===== config.mk =====
export PLATFORM = sky130hd
export DESIGN_NAME = acc_requant_8
export DESIGN_NICKNAME = d
export VERILOG_FILES = /design/src/rtl/acc_requant_8_pkg.sv /design/src/rtl/acc_requant_8_round_clip.sv /design/src/rtl/acc_requant_8.sv
export SDC_FILE = /design/constraint.sdc
export NUM_CORES = 1
export LEC_CHECK = 0
export CAP_MARGIN = 20
export CORE_ASPECT_RATIO = 2
export CORE_MARGIN = 5
export CORE_UTILIZATION = 60
export CTS_CLUSTER_DIAMETER = 150
export DETAILED_ROUTE_END_ITERATION = 10
export DONT_BUFFER_PORTS = 1
export PLACE_DENSITY = 0.79
export SETUP_SLACK_MARGIN = 0.2
export SYNTH_ARGS = -nofsm -noshare
export SYNTH_HDL_FRONTEND = slang
export SYNTH_HIERARCHICAL = 1
export SYNTH_SLANG_ARGS = --single-unit

===== constraint.sdc =====
create_clock -name clk -period 5.9 [get_ports clk]
set_clock_uncertainty 0.2 [all_clocks]
set_input_delay 1.77 -clock clk [delete_from_list [all_inputs] [get_ports clk]]
set_output_delay 1.77 -clock clk [all_outputs]
set_load 0.005 [all_outputs]

===== src/rtl/acc_requant_8_pkg.sv =====
// Shared widths, saturation limits and helpers for the accumulate-and-requantize
// stage that sits after the saturating adder tree.
package acc_requant_8_pkg;

  localparam int IN_W    = 18;
  localparam int ACC_W   = 18;
  localparam int OUT_W   = 8;
  localparam int SHIFT_W = 4;
  localparam int CNT_W   = 8;

  localparam logic signed [ACC_W-1:0] ACC_MAX = {1'b0, {(ACC_W-1){1'b1}}};
  localparam logic signed [ACC_W-1:0] ACC_MIN = {1'b1, {(ACC_W-1){1'b0}}};
  localparam logic signed [OUT_W-1:0] OUT_MAX = {1'b0, {(OUT_W-1){1'b1}}};
  localparam logic signed [OUT_W-1:0] OUT_MIN = {1'b1, {(OUT_W-1){1'b0}}};

  // One finished output pixel as it sits in the output register.
  typedef struct packed {
    logic signed [OUT_W-1:0] data;
    logic                    sat;
    logic [CNT_W-1:0]        count;
  } result_t;

  function automatic logic [CNT_W-1:0] satInc(input logic [CNT_W-1:0] c);
    return (&c) ? c : c + 1'b1;
  endfunction

endpackage


===== src/rtl/acc_requant_8_round_clip.sv =====
// Round-half-up, arithmetic right shift, optional ReLU and clip of a
// saturated accumulator value down to a signed activation.
module requant_round_clip
  import acc_requant_8_pkg::*;
(
  input  logic signed [ACC_W-1:0]   i_sum,
  input  logic        [SHIFT_W-1:0] i_shift,
  input  logic                      i_relu,
  output logic signed [OUT_W-1:0]   o_q,
  output logic                      o_clip
);

  localparam int RW = ACC_W + 1;

  logic signed [RW-1:0] w_round;
  logic signed [RW-1:0] w_rounded;
  logic signed [RW-1:0] w_shifted;
  logic signed [RW-1:0] w_relu;
  logic [RW-OUT_W:0]    w_hi;

  always_comb begin
    w_round = '0;
    if (i_shift != '0) begin
      w_round = RW'(1) << (i_shift - 1'b1);
    end
    w_rounded = RW'(i_sum) + w_round;
    w_shifted = w_rounded >>> i_shift;

    w_relu = w_shifted;
    if (i_relu && w_shifted[RW-1]) begin
      w_relu = '0;
    end

    // In range only when every bit above the output sign bit matches it.
    w_hi   = w_relu[RW-1:OUT_W-1];
    o_clip = !((&w_hi) || !(|w_hi));
    o_q    = w_relu[OUT_W-1:0];
    if (o_clip) begin
      o_q = w_relu[RW-1] ? OUT_MIN : OUT_MAX;
    end
  end

endmodule


===== src/rtl/acc_requant_8.sv =====
// Accumulates a group of saturated partial sums per output pixel and emits one
// requantized signed 8-bit activation per group over a valid/ready handshake.
module acc_requant_8
  import acc_requant_8_pkg::*;
(
  input  logic                      clk,
  input  logic                      reset,
  input  logic                      in_valid,
  output logic                      in_ready,
  input  logic signed [IN_W-1:0]    in_data,
  input  logic                      in_last,
  input  logic        [SHIFT_W-1:0] cfg_shift,
  input  logic                      cfg_relu,
  output logic                      out_valid,
  input  logic                      out_ready,
  output logic signed [OUT_W-1:0]   out_data,
  output logic                      out_sat,
  output logic        [CNT_W-1:0]   out_count
);

  logic signed [ACC_W-1:0] r_acc;
  logic [CNT_W-1:0]        r_count;
  logic                    r_sat;
  logic                    r_outValid;
  result_t                 r_res;

  logic                    w_accept;
  logic signed [ACC_W:0]   w_sum;
  logic                    w_ovfPos;
  logic                    w_ovfNeg;
  logic                    w_ovf;
  logic signed [ACC_W-1:0] w_sumSat;
  logic [CNT_W-1:0]        w_cntNext;
  logic signed [OUT_W-1:0] w_q;
  logic                    w_clip;

  assign in_ready  = !r_outValid || out_ready;
  assign w_accept  = in_valid && in_ready;

  assign w_sum     = (ACC_W+1)'(r_acc) + (ACC_W+1)'(in_data);
  assign w_ovfPos  = (w_sum[ACC_W:ACC_W-1] == 2'b01);
  assign w_ovfNeg  = (w_sum[ACC_W:ACC_W-1] == 2'b10);
  assign w_ovf     = w_ovfPos || w_ovfNeg;
  assign w_sumSat  = w_ovfPos ? ACC_MAX : (w_ovfNeg ? ACC_MIN : w_sum[ACC_W-1:0]);
  assign w_cntNext = satInc(r_count);

  requant_round_clip u_requant (
    .i_sum   (w_sumSat),
    .i_shift (cfg_shift),
    .i_relu  (cfg_relu),
    .o_q     (w_q),
    .o_clip  (w_clip)
  );

  // The last beat of a group leaves the running state clean for the next group.
  always_ff @(posedge clk or posedge reset) begin
    if (reset) begin
      r_acc   <= '0;
      r_count <= '0;
      r_sat   <= 1'b0;
    end else if (w_accept) begin
      if (in_last) begin
        r_acc   <= '0;
        r_count <= '0;
        r_sat   <= 1'b0;
      end else begin
        r_acc   <= w_sumSat;
        r_count <= w_cntNext;
        r_sat   <= r_sat || w_ovf;
      end
    end
  end

  always_ff @(posedge clk or posedge reset) begin
    if (reset) begin
      r_outValid <= 1'b0;
      r_res      <= '0;
    end else if (w_accept && in_last) begin
      r_outValid  <= 1'b1;
      r_res.data  <= w_q;
      r_res.sat   <= r_sat || w_ovf || w_clip;
      r_res.count <= w_cntNext;
    end else if (out_ready) begin
      r_outValid <= 1'b0;
    end
  end

  assign out_valid = r_outValid;
  assign out_data  = r_res.data;
  assign out_sat   = r_res.sat;
  assign out_count = r_res.count;

endmodule


==> results.json, run 1 <==
{
  "dp_hpwl_um": 15300,
  "cts_buffers": 5,
  "synth_top_area_share_pct": 21.4,
  "die_y_um": 143,
  "grt_use_total_pct": 65.7,
  "synthFlopType": "dfrtp_1",
  "grt_max_degree": 46,
  "placed_area_um2": 6770,
  "synth_top_family_by_area": "compound AO/OA/AOI/OAI gates",
  "clockRootBuffer": "clkbuf_16",
  "yosys_warnings": 6,
  "die_w_um": 76.3,
  "synth_area_um2": 5270,
  "synth_compound_area_share_pct": 32.9,
  "io_pins": 47,
  "netlist.top_cell.by_area": "dfrtp_1",
  "cts_buffer_depth": 2,
  "synthMuxAreaShare_pct": 6.55,
  "place_ws_ps": -2130,
  "synth_cell_types": 87,
  "htree_levels": 2,
  "yosys-top-cells-count": "a21oi_1, nand2_1, nor2_1",
  "syn_area_per_cell_um2": 7.90,
  "yosys-top-cells-area": "dfrtp_1, ha_1, a21oi_1, o21ai_0, nand2_1",
  "synth-simple-area-share_pct": 19.4,
  "start_util_pct": 61.4,
  "cts_sinks": 45,
  "ctsHoldBuffers": 0,
  "worst_endpoint_kind": "register data pin",
  "synthAdderAreaFrac_pct": 10.0,
  "status": "aborted with a tool error",
  "port_buffers": 0,
  "grt-ovfl-total": 82,
  "synth-seq-cells": 45,
  "synthXorXnorAreaFrac_pct": 4.49,
  "synth_nets": 736,
  "synth-async-reset-ratio_pct": 100,
  "gp_congestion": 0.998,
  "yosysSeqAreaShare_pct": 21.4,
  "grt_repair_worst_endpoint": "out_data[5]$_DFFE_PP0P_/D",
  "synth-edff-count": 0,
  "synthCells": 667,
  "error_line": "[ERROR GRT-0232] Routing congestion too high. Check the congestion heatmap in the GUI.",
  "rows": 48,
  "stop_stage": "global routing"
}
==> metrics by stage <==
step,cells,utilization [%]
2_1_floorplan,667,-
3_3_place_gp,915,78.9
3_5_place_dp,915,78.9
4_1_cts,973,89.3
==> timing repair <==
| item | 4_1_cts |
|---|---|
| setup endpoints to repair | 9 |
| endpoints found under the hold margin | 0 |
| pin swaps | 29 |
| gates cloned | 2 |
| buffers inserted | 48 |
| gates resized for setup | 68 |
==> cells by family after synthesis <==
group | Yosys count
AO/OA/AOI/OAI | 253
AND/OR/NAND/NOR | 211
buffers and inverters | 58
flip-flops | 45
adder cells (fa/ha/maj) | 41
multiplexers | 31
XOR/XNOR | 27
other | 1
==> routing by layer <==
layer | overflow | track usage, %
met1 | 0 | 59.8
met2 | 44 | 92.1
met3 | 7 | 38.8
met4 | 31 | 77.1
met5 | 0 | 4.55
==> run 2: changes to the inputs <==
--- a/config.mk
+++ b/config.mk
@@ -6,14 +6,11 @@
 export NUM_CORES = 1
 export LEC_CHECK = 0
 export CAP_MARGIN = 20
-export CORE_ASPECT_RATIO = 2
 export CORE_MARGIN = 5
-export CORE_UTILIZATION = 60
-export CTS_CLUSTER_DIAMETER = 150
+export CORE_UTILIZATION = 40
 export DETAILED_ROUTE_END_ITERATION = 10
 export DONT_BUFFER_PORTS = 1
-export PLACE_DENSITY = 0.79
-export SETUP_SLACK_MARGIN = 0.2
+export PLACE_DENSITY_LB_ADDON = 0.15
 export SYNTH_ARGS = -nofsm -noshare
 export SYNTH_HDL_FRONTEND = slang
 export SYNTH_HIERARCHICAL = 1
==> constraint.sdc (replaced) <==
create_clock -name clk -period 7.7 [get_ports clk]
set_clock_uncertainty 0.2 [all_clocks]
set_input_delay 2.31 -clock clk [delete_from_list [all_inputs] [get_ports clk]]
set_output_delay 2.31 -clock clk [all_outputs]
set_load 0.005 [all_outputs]
==> run 2 against run 1 <==
The flow now finishes, with violations (setup timing). Synthesized cell count did not move. Area after synthesis did not move.
==> results.json, run 2 <==
{
  "cts_buffers": 5,
  "max_clock_freq_mhz": 124,
  "area_growth_pct": 45.0,
  "clk_pin_slew_ps": 70,
  "synth-edff-count": 0,
  "port_buffers": 0,
  "drtIter0Drc": 644,
  "place_inst": 963,
  "drc": 0,
  "violations": "setup timing",
  "setup_viol_count_final": 8,
  "clock_latency_ps": 290,
  "grt-ovfl-total": 0,
  "synth-async-reset-ratio_pct": 100,
  "yosys_warnings": 6,
  "layout_commonest_cell": "buf_4",
  "ant_nets": 0,
  "yosys-top-cells-area": "dfrtp_1, ha_1, a21oi_1, o21ai_0, nand2_1",
  "final_area_um2": 7650,
  "synth_nets": 736,
  "cts_buffer_depth": 2,
  "cp_data_arrival_time_ps": 8030,
  "fin_crit_ps": 8050,
  "finalHoldWorstSlack_ps": 307,
  "relSlewSlack_pct": 37.5,
  "firstDrtPassIters": 5,
  "via_count": 6091,
  "top_register": "r_acc",
  "final_nets": 912,
  "synth_cell_types": 87,
  "synth-seq-cells": 45,
  "coreArea_um2": 13100,
  "drv_cap": 0,
  "grt_max_degree": 46,
  "placed_area_um2": 6660,
  "viasPerCell": 5.97,
  "grt_first_pass_wirelength_um": 30900,
  "htree_levels": 2,
  "die_w_um": 125,
  "largest_reg_flops": 18,
  "dp_hpwl_um": 13800,
  "setup_slack_ps": -353,
  "cts_sinks": 45,
  "clockRootBuffer": "clkbuf_16",
  "status": "finished with violations",
  "cts_tree": "built",
  "yosysSeqAreaShare_pct": 21.4,
  "path_class": "input pin to register",
  "syn_area_per_cell_um2": 7.90,
  "synth_area_um2": 5270,
  "worstMarginPinSlew_ps": 935,
  "wl_per_cell_um": 18.8,
  "antennaDiodeCount": 0,
  "start_util_pct": 40.3,
  "yosys-top-cells-count": "a21oi_1, nand2_1, nor2_1",
  "required_ps": 7680,
  "antenna_found_initial": 0,
  "netlist.top_cell.by_area": "dfrtp_1",
  "synth_top_area_share_pct": 21.4,
  "finalMaxSlewViolations": 0,
  "final_cell_count_no_fill": 1020,
  "die_y_um": 125,
  "hold_violations": 0,
  "ctsHoldBuffers": 0,
  "grt_pass1_vias": 6175,
  "final.period_utilization_pct": 105,
  "synthFlopType": "dfrtp_1",
  "critPathLaunchType": "input pin",
  "end_kind": "register",
  "grt_use_total_pct": 23.7,
  "rows": 42,
  "min_path_type": "register to register",
  "worstPathMaxFanout": 6,
  "gp_congestion": 0.933,
  "io_pins": 47,
  "synthCells": 667,
  "layout-drive-gt1-share_pct": 39.0,
  "dieArea_um2": 15600,
  "rsz0062_at_grt": "true",
  "final_cell_mix": "buf_4, nand2_1, nor2_1",
  "routed_wl_um": 19100
}
run 2: cell counts after synthesis:
No cell type changed its count.
run 2: repair_timing:
action / 4_1_cts / 5_1_grt
pin swaps: 33 / 33
setup buffers: 37 / 17
endpoints found under the setup margin: 8 / 9
gates resized for setup: 51 / 33
endpoints found under the hold margin: 0 / 0
run 2: critical path, stage by stage:
cell and delay, ps:
ha_4 230, buf_4 140, o211ai_1 200, a21oi_2 70, o21ai_2 200, a21oi_2 80, o31a_1 320, buf_4 160
a2bb2oi_4 160, ha_4 190, buf_4 130, a21o_1 160, ha_2 200, fa_2 420, a211oi_4 290, o211ai_1 240
a21o_1 280, a21oi_4 180, nor2_4 70, mux2_4 290, or3_1 370, a222oi_1 390, o2111ai_2 210, o41ai_4 100
buf_4 210, buf_4 120, a21oi_1 50, mux2_2 260
run 2: layer usage:
layer	wire (µm)	vias up	share of wire [%]	global-route usage (%)
li1	-	2842	-	-
met2	9360	250	49	41.2
met1	7990	2932	42	29.8
met3	1010	67	5.3	2.66
met4	773	0	4.0	10.1
met5	0	-	0	0
run 2: per-stage QoR:
stage | utilization [%] | setup TNS [ps] | setup WS, ps
finish | 58.4 | -2560 | -353
global route | 58.4 | -4360 | -586
CTS | 56.6 | -188 | -92.7
detailed placement | 50.9 | -4920 | -675
global placement | 50.9 | -3950 | -537
floorplan | - | -161 | -161
run 2: logic make-up (layout without fill, tap and decap cells):
group | count (synthesis) | in the layout | synth area share (%)
buffers and inverters | 58 | 235 | 5.24
AO/OA/AOI/OAI | 253 | 253 | 32.9
flip-flops | 45 | 45 | 21.4
AND/OR/NAND/NOR | 211 | 211 | 19.4
multiplexers | 31 | 31 | 6.55
adder cells (fa/ha/maj) | 41 | 41 | 10.0
other | 1 | 1 | 0.0711
XOR/XNOR | 27 | 27 | 4.49
run 2: final cells by class:
type / instances / area (µm²)
timing repair buffer: 208 / 1590
clock inverter: 2 / 38.8
inverter: 19 / 76.3
tap: 176 / 220
clock buffer: 6 / 129
multi-input combinational: 564 / 4460
fill: 1137 / 5440
sequential: 45 / 1130
run 2: path summary, 6_finish.rpt:
| path | slack (ps) | startpoint | to | depth (start not counted) |
|---|---|---|---|---|
| worst max-delay path | -350 | in_data[3] | out_data[3]$_DFFE_PP0P_ | 28 |
| worst min-delay path | 310 | out_count[5]$_DFFE_PP0P_ | out_count[5]$_DFFE_PP0P_ | 2 |
| worst max register to register | 1220 | r_acc[1]$_DFFE_PP0P_ | out_data[3]$_DFFE_PP0P_ | 26 |
| worst min register to register | 310 | out_count[5]$_DFFE_PP0P_ | out_count[5]$_DFFE_PP0P_ | 2 |
| max in group asynchronous | 5050 | reset | r_acc[13]$_DFFE_PP0P_ | 2 |
| min in group asynchronous | 1840 | reset | out_data[6]$_DFFE_PP0P_ | 2 |
Power of run 2 is left out: the tool's default activity adds up to more than one toggle a clock period on the data nets, which glitch-free logic cannot reach.
==> run 3: changes to the inputs <==
==> constraint.sdc (replaced) <==
create_clock -name clk -period 9.6 [get_ports clk]
set_clock_uncertainty 0.2 [all_clocks]
set_input_delay 2.88 -clock clk [delete_from_list [all_inputs] [get_ports clk]]
set_output_delay 2.88 -clock clk [all_outputs]
set_load 0.005 [all_outputs]
==> run 3 against run 2 <==
The flow now finishes without violations. Global-route usage decreased by 3.9 points. Via count is 17% lower. Critical path depth rose by 1. Register-to-register slack gained 1300 ps. Critical endpoint is now out_sat$_DFFE_PP0P_.
==> results.json, run 3 (synthesis gave the netlist of run 2 again) <==
{
  "status": "finished clean",
  "port_buffers": 0,
  "final_cell_mix": "nand2_1, a21oi_1, nor2_1",
  "grt_pass1_vias": 4894,
  "die_y_um": 125,
  "die_w_um": 125,
  "top_register": "r_acc",
  "antenna_found_initial": 0,
  "antennaDiodeCount": 0,
  "hold_violations": 0,
  "dp_hpwl_um": 12300,
  "grt-ovfl-total": 0,
  "critPathSlowestCell": "or4_1",
  "io_pins": 47,
  "fin_crit_ps": 9220,
  "grt_first_pass_wirelength_um": 25700,
  "rsz0062_at_grt": "false",
  "cts_sinks": 45,
  "worstPathMaxFanout": 14,
  "timing.critical_path.mode_cell": "a21oi_1",
  "postCtsSetupRepairBufs": 0,
  "htree_levels": 2,
  "path_class": "input pin to register",
  "via_count": 5073,
  "cp_data_arrival_time_ps": 9200,
  "layout-drive-gt1-share_pct": 8.92,
  "max_clock_freq_mhz": 108,
  "final.period_utilization_pct": 96.0,
  "rows": 42,
  "r2r_slack_ps": 2560,
  "grt_use_total_pct": 19.8,
  "dieArea_um2": 15600,
  "cts-resized-gates": 0,
  "start_util_pct": 40.3,
  "area_growth_pct": 5.36,
  "drtIter0Drc": 412,
  "multi_input_area_um2": 3870,
  "setup_tns_ps": 0,
  "drv_cap": 0,
  "ctsHoldBuffers": 0,
  "min_path_type": "register to register",
  "cts_tree": "built",
  "largest_reg_flops": 18,
  "viasPerCell": 6.14,
  "clock_latency_ps": 300,
  "fin_util_pct": 42.5,
  "finalMaxSlewViolations": 0,
  "end_kind": "register",
  "worstMarginPinSlew_ps": 894,
  "fill_cells": 1325,
  "slowest_delay_ps": 550,
  "relSlewSlack_pct": 40.2,
  "firstDrtPassIters": 4,
  "cts_buffer_depth": 2,
  "ant_nets": 0,
  "required_ps": 9590,
  "wl_per_cell_um": 19.0,
  "routed_wl_um": 15700,
  "critPathLaunchType": "input pin",
  "clockRootBuffer": "clkbuf_16",
  "grt_max_degree": 46,
  "finalHoldWorstSlack_ps": 295,
  "final_nets": 718,
  "setup_viol_count_final": 0,
  "coreArea_um2": 13100,
  "cts_buffers": 5,
  "clk_pin_slew_ps": 80,
  "drc": 0,
  "regArea_um2": 1130,
  "gp_congestion": 0.905
}
[run 3: final timing paths]
| path | startpoint | end | depth (start not counted) |
|---|---|---|---|
| worst max-delay path | in_data[0] | out_sat$_DFFE_PP0P_ | 29 |
| worst min-delay path | r_acc[17]$_DFFE_PP0P_ | r_acc[17]$_DFFE_PP0P_ | 2 |
| worst max register to register | r_acc[0]$_DFFE_PP0P_ | out_sat$_DFFE_PP0P_ | 29 |
| worst min register to register | r_acc[17]$_DFFE_PP0P_ | r_acc[17]$_DFFE_PP0P_ | 2 |
| max in group asynchronous | reset | r_acc[7]$_DFFE_PP0P_ | 2 |
| min in group asynchronous | reset | out_count[4]$_DFFE_PP0P_ | 1 |
[run 3: final cells by class]
type	instances	share of cell area [%]
clock inverter	3	0.450
sequential	45	20.3
multi-input combinational	564	69.7
timing repair buffer	14	2.12
inverter	19	1.28
tap	176	3.96
clock buffer	5	2.25
[run 3: through the flow]
step / setup slack [ps] / area, µm² / std cells
after global placement: 186 / 5390 / 817
after global routing: 29.1 / 5560 / 826
after CTS: 439 / 5540 / 825
final: 383 / 5560 / 826
after floorplan: 807 / 5270 / 667
after detailed placement: 130 / 5390 / 817
[run 3: worst max-delay path, delay by kind of cell]
kind	cells	cell delay, ps
adders and majority gates	4	1240
AOI/OAI and AO/OA	14	2390
muxes	1	260
and+or+nand+nor	7	1940
buffers and inverters	3	470
[run 3: routing by layer]
metal  vias up  global-route usage (%)  share of wire, %
met4         0                    5.55               1.7
met5         -                       0                 0
met1      2452                    27.5                47
met2       142                    32.3                47
li1       2461                       -                 -
met3        18                    2.40               4.3
Power of run 3 is left out for the same reason.
==> run 4: changes to the inputs <==
--- a/config.mk
+++ b/config.mk
@@ -5,6 +5,7 @@
 export SDC_FILE = /design/constraint.sdc
 export NUM_CORES = 1
 export LEC_CHECK = 0
+export ABC_CLOCK_PERIOD_IN_PS = 9600
 export CAP_MARGIN = 20
 export CORE_MARGIN = 5
 export CORE_UTILIZATION = 40
==> results of run 4 <==
Final layout, timing and power as in run 3 (identical DEF).
Power of run 4 is left out for the same reason.
